$ cat src/rtl/ann_class_decoder.sv
// ann_class_decoder: picks the class with the largest |score| from four signed
// scores, scanning one element per cycle. It reports the winning index and
// the margin to the runner-up, and it tracks how many consecutive confident
// results agree on the same class.
module ann_class_decoder #(
  parameter int W            = 16,
  parameter int MIN_MARGIN   = 16,
  parameter int STABLE_COUNT = 3
) (
  input  logic                clk,
  input  logic                rst_n,
  input  logic                in_valid,
  output logic                in_ready,
  input  logic signed [W-1:0] o0,
  input  logic signed [W-1:0] o1,
  input  logic signed [W-1:0] o2,
  input  logic signed [W-1:0] o3,
  output logic                out_valid,
  input  logic                out_ready,
  output logic [1:0]          pred_class,
  output logic [W-1:0]        margin,
  output logic                low_conf,
  output logic                stable,
  output logic [1:0]          stable_class
);

  localparam logic [W-1:0]        ABS_MAX  = {1'b0, {(W-1){1'b1}}};
  localparam logic signed [W-1:0] NEG_MIN  = {1'b1, {(W-1){1'b0}}};
  localparam logic [W-1:0]        MIN_M    = W'(MIN_MARGIN);
  localparam logic [3:0]          STABLE_N = 4'(STABLE_COUNT);

  typedef enum logic [1:0] {S_IDLE, S_SCAN, S_DONE} state_t;

  state_t r_state, w_state_nxt;

  logic [3:0][W-1:0] r_buf;
  logic [W-1:0]      r_max_abs, r_sec_abs;
  logic [1:0]        r_best_idx, r_idx;
  logic [1:0]        r_pred;
  logic [W-1:0]      r_margin;
  logic              r_low_conf;
  logic [3:0]        r_cnt;
  logic              r_stable;
  logic [1:0]        r_stable_class;

  logic                w_accept, w_out_hs;
  logic signed [W-1:0] w_elem;
  logic [W-1:0]        w_abs, w_max_nxt, w_sec_nxt, w_margin_nxt;
  logic [1:0]          w_best_nxt;
  logic [3:0]          w_cnt_nxt;
  logic [1:0]          w_sc_nxt;

  assign in_ready     = (r_state == S_IDLE);
  assign out_valid    = (r_state == S_DONE);
  assign w_accept     = in_valid && in_ready;
  assign w_out_hs     = out_valid && out_ready;
  assign pred_class   = r_pred;
  assign margin       = r_margin;
  assign low_conf     = r_low_conf;
  assign stable       = r_stable;
  assign stable_class = r_stable_class;

  // State register.
  always_ff @(posedge clk or negedge rst_n) begin
    if (!rst_n) r_state <= S_IDLE;
    else        r_state <= w_state_nxt;
  end

  // Next-state: accept, four scan cycles, then hold until the result is taken.
  always_comb begin
    w_state_nxt = r_state;
    case (r_state)
      S_IDLE:  if (in_valid)        w_state_nxt = S_SCAN;
      S_SCAN:  if (r_idx == 2'd3)   w_state_nxt = S_DONE;
      S_DONE:  if (out_ready)       w_state_nxt = S_IDLE;
      default:                      w_state_nxt = S_IDLE;
    endcase
  end

  // One scan step: saturating abs of the current element and a top-two update.
  // Strict compares keep the earliest index on ties.
  always_comb begin
    w_elem = signed'(r_buf[r_idx]);
    if (w_elem == NEG_MIN)  w_abs = ABS_MAX;
    else if (w_elem[W-1])   w_abs = $unsigned(-w_elem);
    else                    w_abs = $unsigned(w_elem);
    w_max_nxt  = r_max_abs;
    w_sec_nxt  = r_sec_abs;
    w_best_nxt = r_best_idx;
    if (w_abs > r_max_abs) begin
      w_sec_nxt  = r_max_abs;
      w_max_nxt  = w_abs;
      w_best_nxt = r_idx;
    end else if (w_abs > r_sec_abs) begin
      w_sec_nxt = w_abs;
    end
    w_margin_nxt = w_max_nxt - w_sec_nxt;
  end

  // Capture the vector on accept, step the scan, and register the result on the last element.
  always_ff @(posedge clk or negedge rst_n) begin
    if (!rst_n) begin
      r_buf      <= '0;
      r_max_abs  <= '0;
      r_sec_abs  <= '0;
      r_best_idx <= 2'd0;
      r_idx      <= 2'd0;
      r_pred     <= 2'd0;
      r_margin   <= '0;
      r_low_conf <= 1'b0;
    end else if (w_accept) begin
      r_buf      <= {o3, o2, o1, o0};
      r_max_abs  <= '0;
      r_sec_abs  <= '0;
      r_best_idx <= 2'd0;
      r_idx      <= 2'd0;
    end else if (r_state == S_SCAN) begin
      r_max_abs  <= w_max_nxt;
      r_sec_abs  <= w_sec_nxt;
      r_best_idx <= w_best_nxt;
      r_idx      <= r_idx + 2'd1;
      if (r_idx == 2'd3) begin
        r_pred     <= w_best_nxt;
        r_margin   <= w_margin_nxt;
        r_low_conf <= (w_margin_nxt < MIN_M);
      end
    end
  end

  // Agreement counter: low confidence clears it, a repeated class saturates it upward,
  // and a new confident class restarts it at one.
  always_comb begin
    w_cnt_nxt = r_cnt;
    w_sc_nxt  = r_stable_class;
    if (r_low_conf) begin
      w_cnt_nxt = 4'd0;
    end else if ((r_pred == r_stable_class) && (r_cnt != 4'd0)) begin
      w_cnt_nxt = (r_cnt >= STABLE_N) ? STABLE_N : r_cnt + 4'd1;
    end else begin
      w_cnt_nxt = 4'd1;
      w_sc_nxt  = r_pred;
    end
  end

  // Stability state moves only when a result is handed downstream.
  always_ff @(posedge clk or negedge rst_n) begin
    if (!rst_n) begin
      r_cnt          <= 4'd0;
      r_stable       <= 1'b0;
      r_stable_class <= 2'd0;
    end else if (w_out_hs) begin
      r_cnt          <= w_cnt_nxt;
      r_stable_class <= w_sc_nxt;
      r_stable       <= (w_cnt_nxt >= STABLE_N);
    end
  end

endmodule

$ cat config.mk
export PLATFORM = sky130hd
export DESIGN_NAME = ann_class_decoder
export DESIGN_NICKNAME = d
export VERILOG_FILES = /design/src/rtl/ann_class_decoder.sv
export SDC_FILE = /design/constraint.sdc
export NUM_CORES = 1
export LEC_CHECK = 0
export BUFFER_PORTS_ARGS = -buffer_cell sky130_fd_sc_hd__buf_2
export CORE_MARGIN = 4
export CORE_UTILIZATION = 55
export CTS_BUF_LIST = sky130_fd_sc_hd__clkbuf_8
export DETAILED_ROUTE_END_ITERATION = 10
export PLACE_DENSITY = 0.83
export SYNTH_ARGS = -nofsm -noshare
export SYNTH_HDL_FRONTEND = slang
export SYNTH_SLANG_ARGS = --single-unit
$ cat constraint.sdc
create_clock -name clk -period 8.4 [get_ports clk]
set_clock_uncertainty 0.2 [all_clocks]
set_input_delay 2.1 -clock clk [delete_from_list [all_inputs] [get_ports clk]]
set_output_delay 2.1 -clock clk [all_outputs]
set_load 0.02 [all_outputs]
==> impl_metrics.tcl, run 1 <==
set metrics [dict create \
    ys_ff_latch 128 \
    fillCellCount 1159 \
    startpoint_type "flip-flop" \
    ys_seq_area_frac 0.405 \
    synth_area_um2 7900 \
    holdPathStages 2 \
    avgSynthCellArea_um2 8.67 \
    synthArstFlopShare 1.00 \
    synth_fa_ha_area_frac 0.0766 \
    cts_hold_buf 0 \
    fp.dieW_um 128 \
    ys_top_cells_by_area "dfrtp_1, nand2_1, ha_1, mux4_2, o21ai_0" \
    drive_above_1_share 0.176 \
    dpl.hpwl_um 13900 \
    dpl.cell_count 1148 \
    worstMarginPinSlew_ns 0.900 \
    synthXorXnorAreaFrac 0.0366 \
    final-hold-violation-count 0 \
    io_pins 92 \
    cts-root-buf "clkbuf_8" \
    drt_first_iter_violations 507 \
    outcome "complete, no violations" \
    drt-wirelength-per-cell_um 16.5 \
    endpoint_kind "flip-flop" \
    clock_latency_ns 0.46 \
    min_period_over_period 0.946 \
    dieArea_um2 16300 \
    maxSlewHeadroom 0.400 \
    cts.clk_slew.worst_paths_ns 0.08 \
    ant_nets 0 \
    start_util 0.565 \
    nNetsFinal 1102 \
    grt_pass1_vias 6744 \
    tritoncts "yes" \
    track_usage 0.247 \
    htreeDepth 4 \
    yosysUniqueCellTypes 68 \
    synth_enable_flop_cells 0 \
    synth.net_count 1026 \
    max_stage_delay_ns 0.60 \
    hp-class "reg2reg" \
    fmax_ghz 0.126 \
    setup_viol 0 \
    max_cap_viol_count 0 \
    critPathSlowestCell "mux4_2" \
    synthCells 911 \
    finalWirelength_um 19400 \
    antenna_found_initial 0 \
    fin_cells 1180 \
    grt_pass1_wl_um 32500 \
    reg2regPathDepth 29 \
    drc 0 \
    yosys.area_share.simple 0.219 \
    antenna_cells 0 \
    grt_max_degree 83 \
    portBuffers 91 \
    worstSetupPathType "reg2reg" \
    drv_slew 0 \
    critPathRequiredTime_ns 8.55 \
    hold_ws_ns 0.277 \
    post-route-min-period_ns 7.95 \
    synth_compound_area_frac 0.149 \
    via_per_inst 5.84 \
    clock_path_buffers 2 \
    netlist.area_leader.share 0.405 \
    overflow 0 \
    synthMuxAreaShare 0.0668 \
    cts-resized-gates 0 \
    numCtsBuffers 17 \
    area_growth_pct 13.2 \
    firstDrtPassIters 5 \
    core.rowCount 43 \
    place.gp.congestion 0.960 \
    crit_top_cell "ha_1" \
    die_h_um 128 \
    cts.sinks 128 \
    synth_top_family_by_area "simple AND/OR/NAND/NOR gates" \
    critical_path_arrival_ns 8.10 \
    dr_total_vias 6892 \
    place_area_um2 8500 \
    coreArea_um2 14000 \
    yosys_warnings 0 \
    synth_ff_type "dfrtp_1" \
    fin_area_um2 8950 \
    worst-path-max-fanout 13 \
    synth_top_area_cell "dfrtp_1" \
    cts_setup_buffers 0 \
]
routing by layer:
metal | track usage | vias up | wire [um]
li1 | - | 3302 | -
met1 | 0.327 | 3239 | 8190
met2 | 0.395 | 290 | 9170
met3 | 0.0458 | 61 | 1310
met4 | 0.117 | 0 | 759
met5 | 0 | - | 0
critical path: cells and delay by family, from the launching register on:
kind	cells	cell delay (ns)
AOI/OAI and AO/OA	12	2.68
and+or+nand+nor	9	2.55
adders and majority gates	3	0.72
muxes	1	0.60
DFF	1	0.51
xor gates and xnor gates	2	0.39
buffers and inverters	2	0.18
sequential cells by signal, indices dropped and copies added, names as in the netlist:
signal	count
r_best_idx	2
r_idx	2
r_max_abs	16
r_state	2
r_sec_abs	16
low_conf	1
r_cnt	4
r_buf	64
margin	16
stable	1
stable_class	2
pred_class	2
logic make-up (layout without fill, tap and decap cells):
logic type | after synthesis | after routing
buffers and inverters | 94 | 183
muxes | 31 | 31
xor gates and xnor gates | 33 | 33
AOI/OAI and AO/OA | 184 | 184
and+or+nand+nor | 393 | 393
DFF | 128 | 128
adders and majority gates | 48 | 48
stage by stage:
step / setup slack, ns / utilization / TNS, ns
6_report: 0.450 / 0.640 / 0
5_1_grt: -0.0102 / 0.640 / -0.0102
4_1_cts: 0.222 / 0.636 / 0
3_5_place_dp: 0.264 / 0.608 / 0
3_3_place_gp: 0.536 / 0.608 / 0
2_1_floorplan: 0.375 / - / 0
worst paths after layout:
path                                       start                     to  slack [ns]
setup / recovery            r_idx[0]$_DFFE_PN0P_   low_conf$_DFFE_PN0P_        0.45
hold / removal             margin[3]$_DFFE_PN0P_  margin[3]$_DFFE_PN0P_        0.28
setup reg to reg            r_idx[0]$_DFFE_PN0P_   low_conf$_DFFE_PN0P_        0.45
hold reg to reg            margin[3]$_DFFE_PN0P_  margin[3]$_DFFE_PN0P_        0.28
max in group asynchronous                  rst_n   r_idx[0]$_DFFE_PN0P_        5.08
min in group asynchronous                  rst_n  margin[2]$_DFFE_PN0P_        1.50
area by class of cell:
cell class / count / area [um2] / area share
inverters: 47 / 176 / 0.0197
clock buffers: 19 / 262 / 0.0292
flip-flops and latches: 128 / 3200 / 0.358
clock inverters: 13 / 138 / 0.0154
repair buffers: 104 / 559 / 0.0625
well taps: 180 / 225 / 0.0252
multi-input cells: 689 / 4380 / 0.490
cell usage after synthesis, types with 5 or more instances:
library cell  instances
a21o_1               11
o31ai_1               5
nand2_1             265
buf_2                 7
buf_1                 9
nand2b_1              6
and2_1               10
xnor2_1              21
and3_1                6
nor3_1               12
mux4_2               16
a22o_1                8
o21ai_0              55
o211ai_1              8
a21oi_1              45
mux2i_1              10
nor2_1               33
a31oi_1               6
nand3_1              27
nand4_1              10
ha_1                 46
inv_1                45
o21ai_1               8
clkbuf_1             30
xor2_1               12
dfrtp_1             128
a311oi_1              9
layout by cell type (no fill, tap or decap), types with 8 or more instances in the layout:
master,instances
nand3_1,27
nand4_1,10
inv_1,45
mux4_2,16
xnor2_1,21
buf_2,90
a22o_1,8
nand2_1,264
o211ai_1,8
clkbuf_8,19
a21oi_1,44
ha_1,46
o21ai_1,9
mux2i_1,10
buf_4,13
nor3_1,12
o21ai_0,54
dfrtp_1,127
and2_1,8
nor2_1,33
a311oi_1,9
xor2_1,12
a21o_1,11
Power of run 1 is left out: the tool's default activity adds up to more than one toggle a clock period on the data nets, which glitch-free logic cannot reach.
==> run 2, diff against run 1 <==
--- a/config.mk
+++ b/config.mk
@@ -11,6 +11,7 @@
 export CTS_BUF_LIST = sky130_fd_sc_hd__clkbuf_8
 export DETAILED_ROUTE_END_ITERATION = 10
 export PLACE_DENSITY = 0.83
+export RECOVER_POWER = 50
 export SYNTH_ARGS = -nofsm -noshare
 export SYNTH_HDL_FRONTEND = slang
 export SYNTH_SLANG_ARGS = --single-unit
==> run 2 against run 1 <==
Against the previous run: the flow now finishes with violations (max-capacitance violations, max-slew violations); hold slack barely moved; critical path depth down 1; clock-buffer cell count did not move; via count shrank 0.13%; global-route usage unchanged; utilization decreased by 0.18 points; final area decreased by 0.28%; final cell count unchanged; first-iteration DRC count is 0.20% lower; die area unchanged; sequential share of layout area is 0.10 points higher; wire length about the same; critical endpoint unchanged; largest cell class unchanged; highest routed layer unchanged.
==> impl_metrics.tcl, run 2 (synthesis results as in run 1) <==
set metrics [dict create \
    overflow 0 \
    cts.clk_slew.worst_paths_ns 0.08 \
    firstDrtPassIters 7 \
    tritoncts "yes" \
    largest_register_ff_count 64 \
    area_growth_pct 12.9 \
    clock_latency_ns 0.46 \
    top_register "r_buf" \
    critPathRequiredTime_ns 8.59 \
    track_usage 0.247 \
    path_delay_family "simple AND/OR/NAND/NOR gates" \
    setup_viol 0 \
    min_period_over_period 0.948 \
    worstMarginPinSlew_ns 3.73 \
    via_per_inst 5.83 \
    hp-class "reg2reg" \
    critPathSlowestCell "mux4_2" \
    die_h_um 128 \
    endpoint_kind "flip-flop" \
    numCtsBuffers 17 \
    critical_path_arrival_ns 8.15 \
    start_util 0.565 \
    dieArea_um2 16300 \
    portBuffers 91 \
    worst-path-max-fanout 13 \
    cts.sinks 128 \
    nNetsFinal 1102 \
    drc 0 \
    cts-root-buf "clkbuf_8" \
    worstSetupPathType "reg2reg" \
    max_cap_viol_count 3 \
    max_stage_delay_ns 0.61 \
    drive_above_1_share 0.162 \
    core.rowCount 43 \
    antenna_found_initial 0 \
    fmax_ghz 0.126 \
    drt-wirelength-per-cell_um 16.5 \
    dr_total_vias 6883 \
    hold_ws_ns 0.277 \
    post-route-min-period_ns 7.96 \
    place.gp.congestion 0.960 \
    cp_num_buf_inv 1 \
    drv_slew 218 \
    dpl.hpwl_um 13900 \
    final-hold-violation-count 0 \
    layout_commonest_cell "nand2_1" \
    maxSlewHeadroom -1.49 \
    grt_max_degree 83 \
    grt_pass1_vias 6744 \
    coreArea_um2 14000 \
    io_pins 92 \
    startpoint_type "flip-flop" \
    violations "max-capacitance violations, max-slew violations" \
    finalWirelength_um 19400 \
    outcome "finished with violations" \
    grt_pass1_wl_um 32500 \
    htreeDepth 4 \
    clock_path_buffers 2 \
    final_cell_mix "nand2_1, dfrtp_1, buf_2" \
    drt_first_iter_violations 506 \
    antenna_cells 0 \
    cts_setup_buffers 0 \
    ant_nets 0 \
    fp.dieW_um 128 \
]
-- run 2: final cells by class --
cell class                 instances  area (um2)
timing repair buffer             104         534
clock buffer                      19         262
fill                            1167        5070
clock inverter                    13         138
multi-input combinational        689        4380
tap                              180         225
inverter                          47         176
sequential                       128        3200
-- run 2: worst paths after layout --
kind / from / to / slack (ns) / depth (start not counted)
worst min register to register: margin[3]$_DFFE_PN0P_ / margin[3]$_DFFE_PN0P_ / 0.28 / 2
worst max register to register: r_idx[0]$_DFFE_PN0P_ / low_conf$_DFFE_PN0P_ / 0.44 / 28
worst max-delay path: r_idx[0]$_DFFE_PN0P_ / low_conf$_DFFE_PN0P_ / 0.44 / 28
max in group asynchronous: rst_n / r_idx[0]$_DFFE_PN0P_ / 3.39 / 2
min in group asynchronous: rst_n / margin[2]$_DFFE_PN0P_ / 2.41 / 1
worst min-delay path: margin[3]$_DFFE_PN0P_ / margin[3]$_DFFE_PN0P_ / 0.28 / 2
-- run 2: what timing repair did --
action,4_1_cts,5_1_grt
resized for setup,0,9
endpoints found under the setup margin,0,4
hold buffers,0,0
-- run 2: routing by layer --
metal	routed length [um]	vias to the layer above	track usage
li1	-	3303	-
met1	8360	3251	0.327
met2	9190	270	0.395
met3	1140	59	0.0458
met4	727	0	0.117
met5	0	-	0
-- run 2: tightest hold or removal path, delay by kind of cell (launching register included) --
kind,cells,cell delay [ns]
AOI/OAI and AO/OA,1,0.06
and+or+nand+nor,1,0.04
DFF,1,0.35
-- run 2: metrics by stage --
step	util	area (um2)	setup TNS (ns)	cells	setup WS [ns]
CTS	0.636	8900	0	1180	0.222
detailed placement	0.608	8500	0	1148	0.264
floorplan	-	7900	0	911	0.375
finish	0.638	8920	0	1180	0.438
global route	0.638	8920	-0.0102	1180	-0.0102
global placement	0.608	8500	0	1148	0.536
Power of run 2 is left out for the same reason.
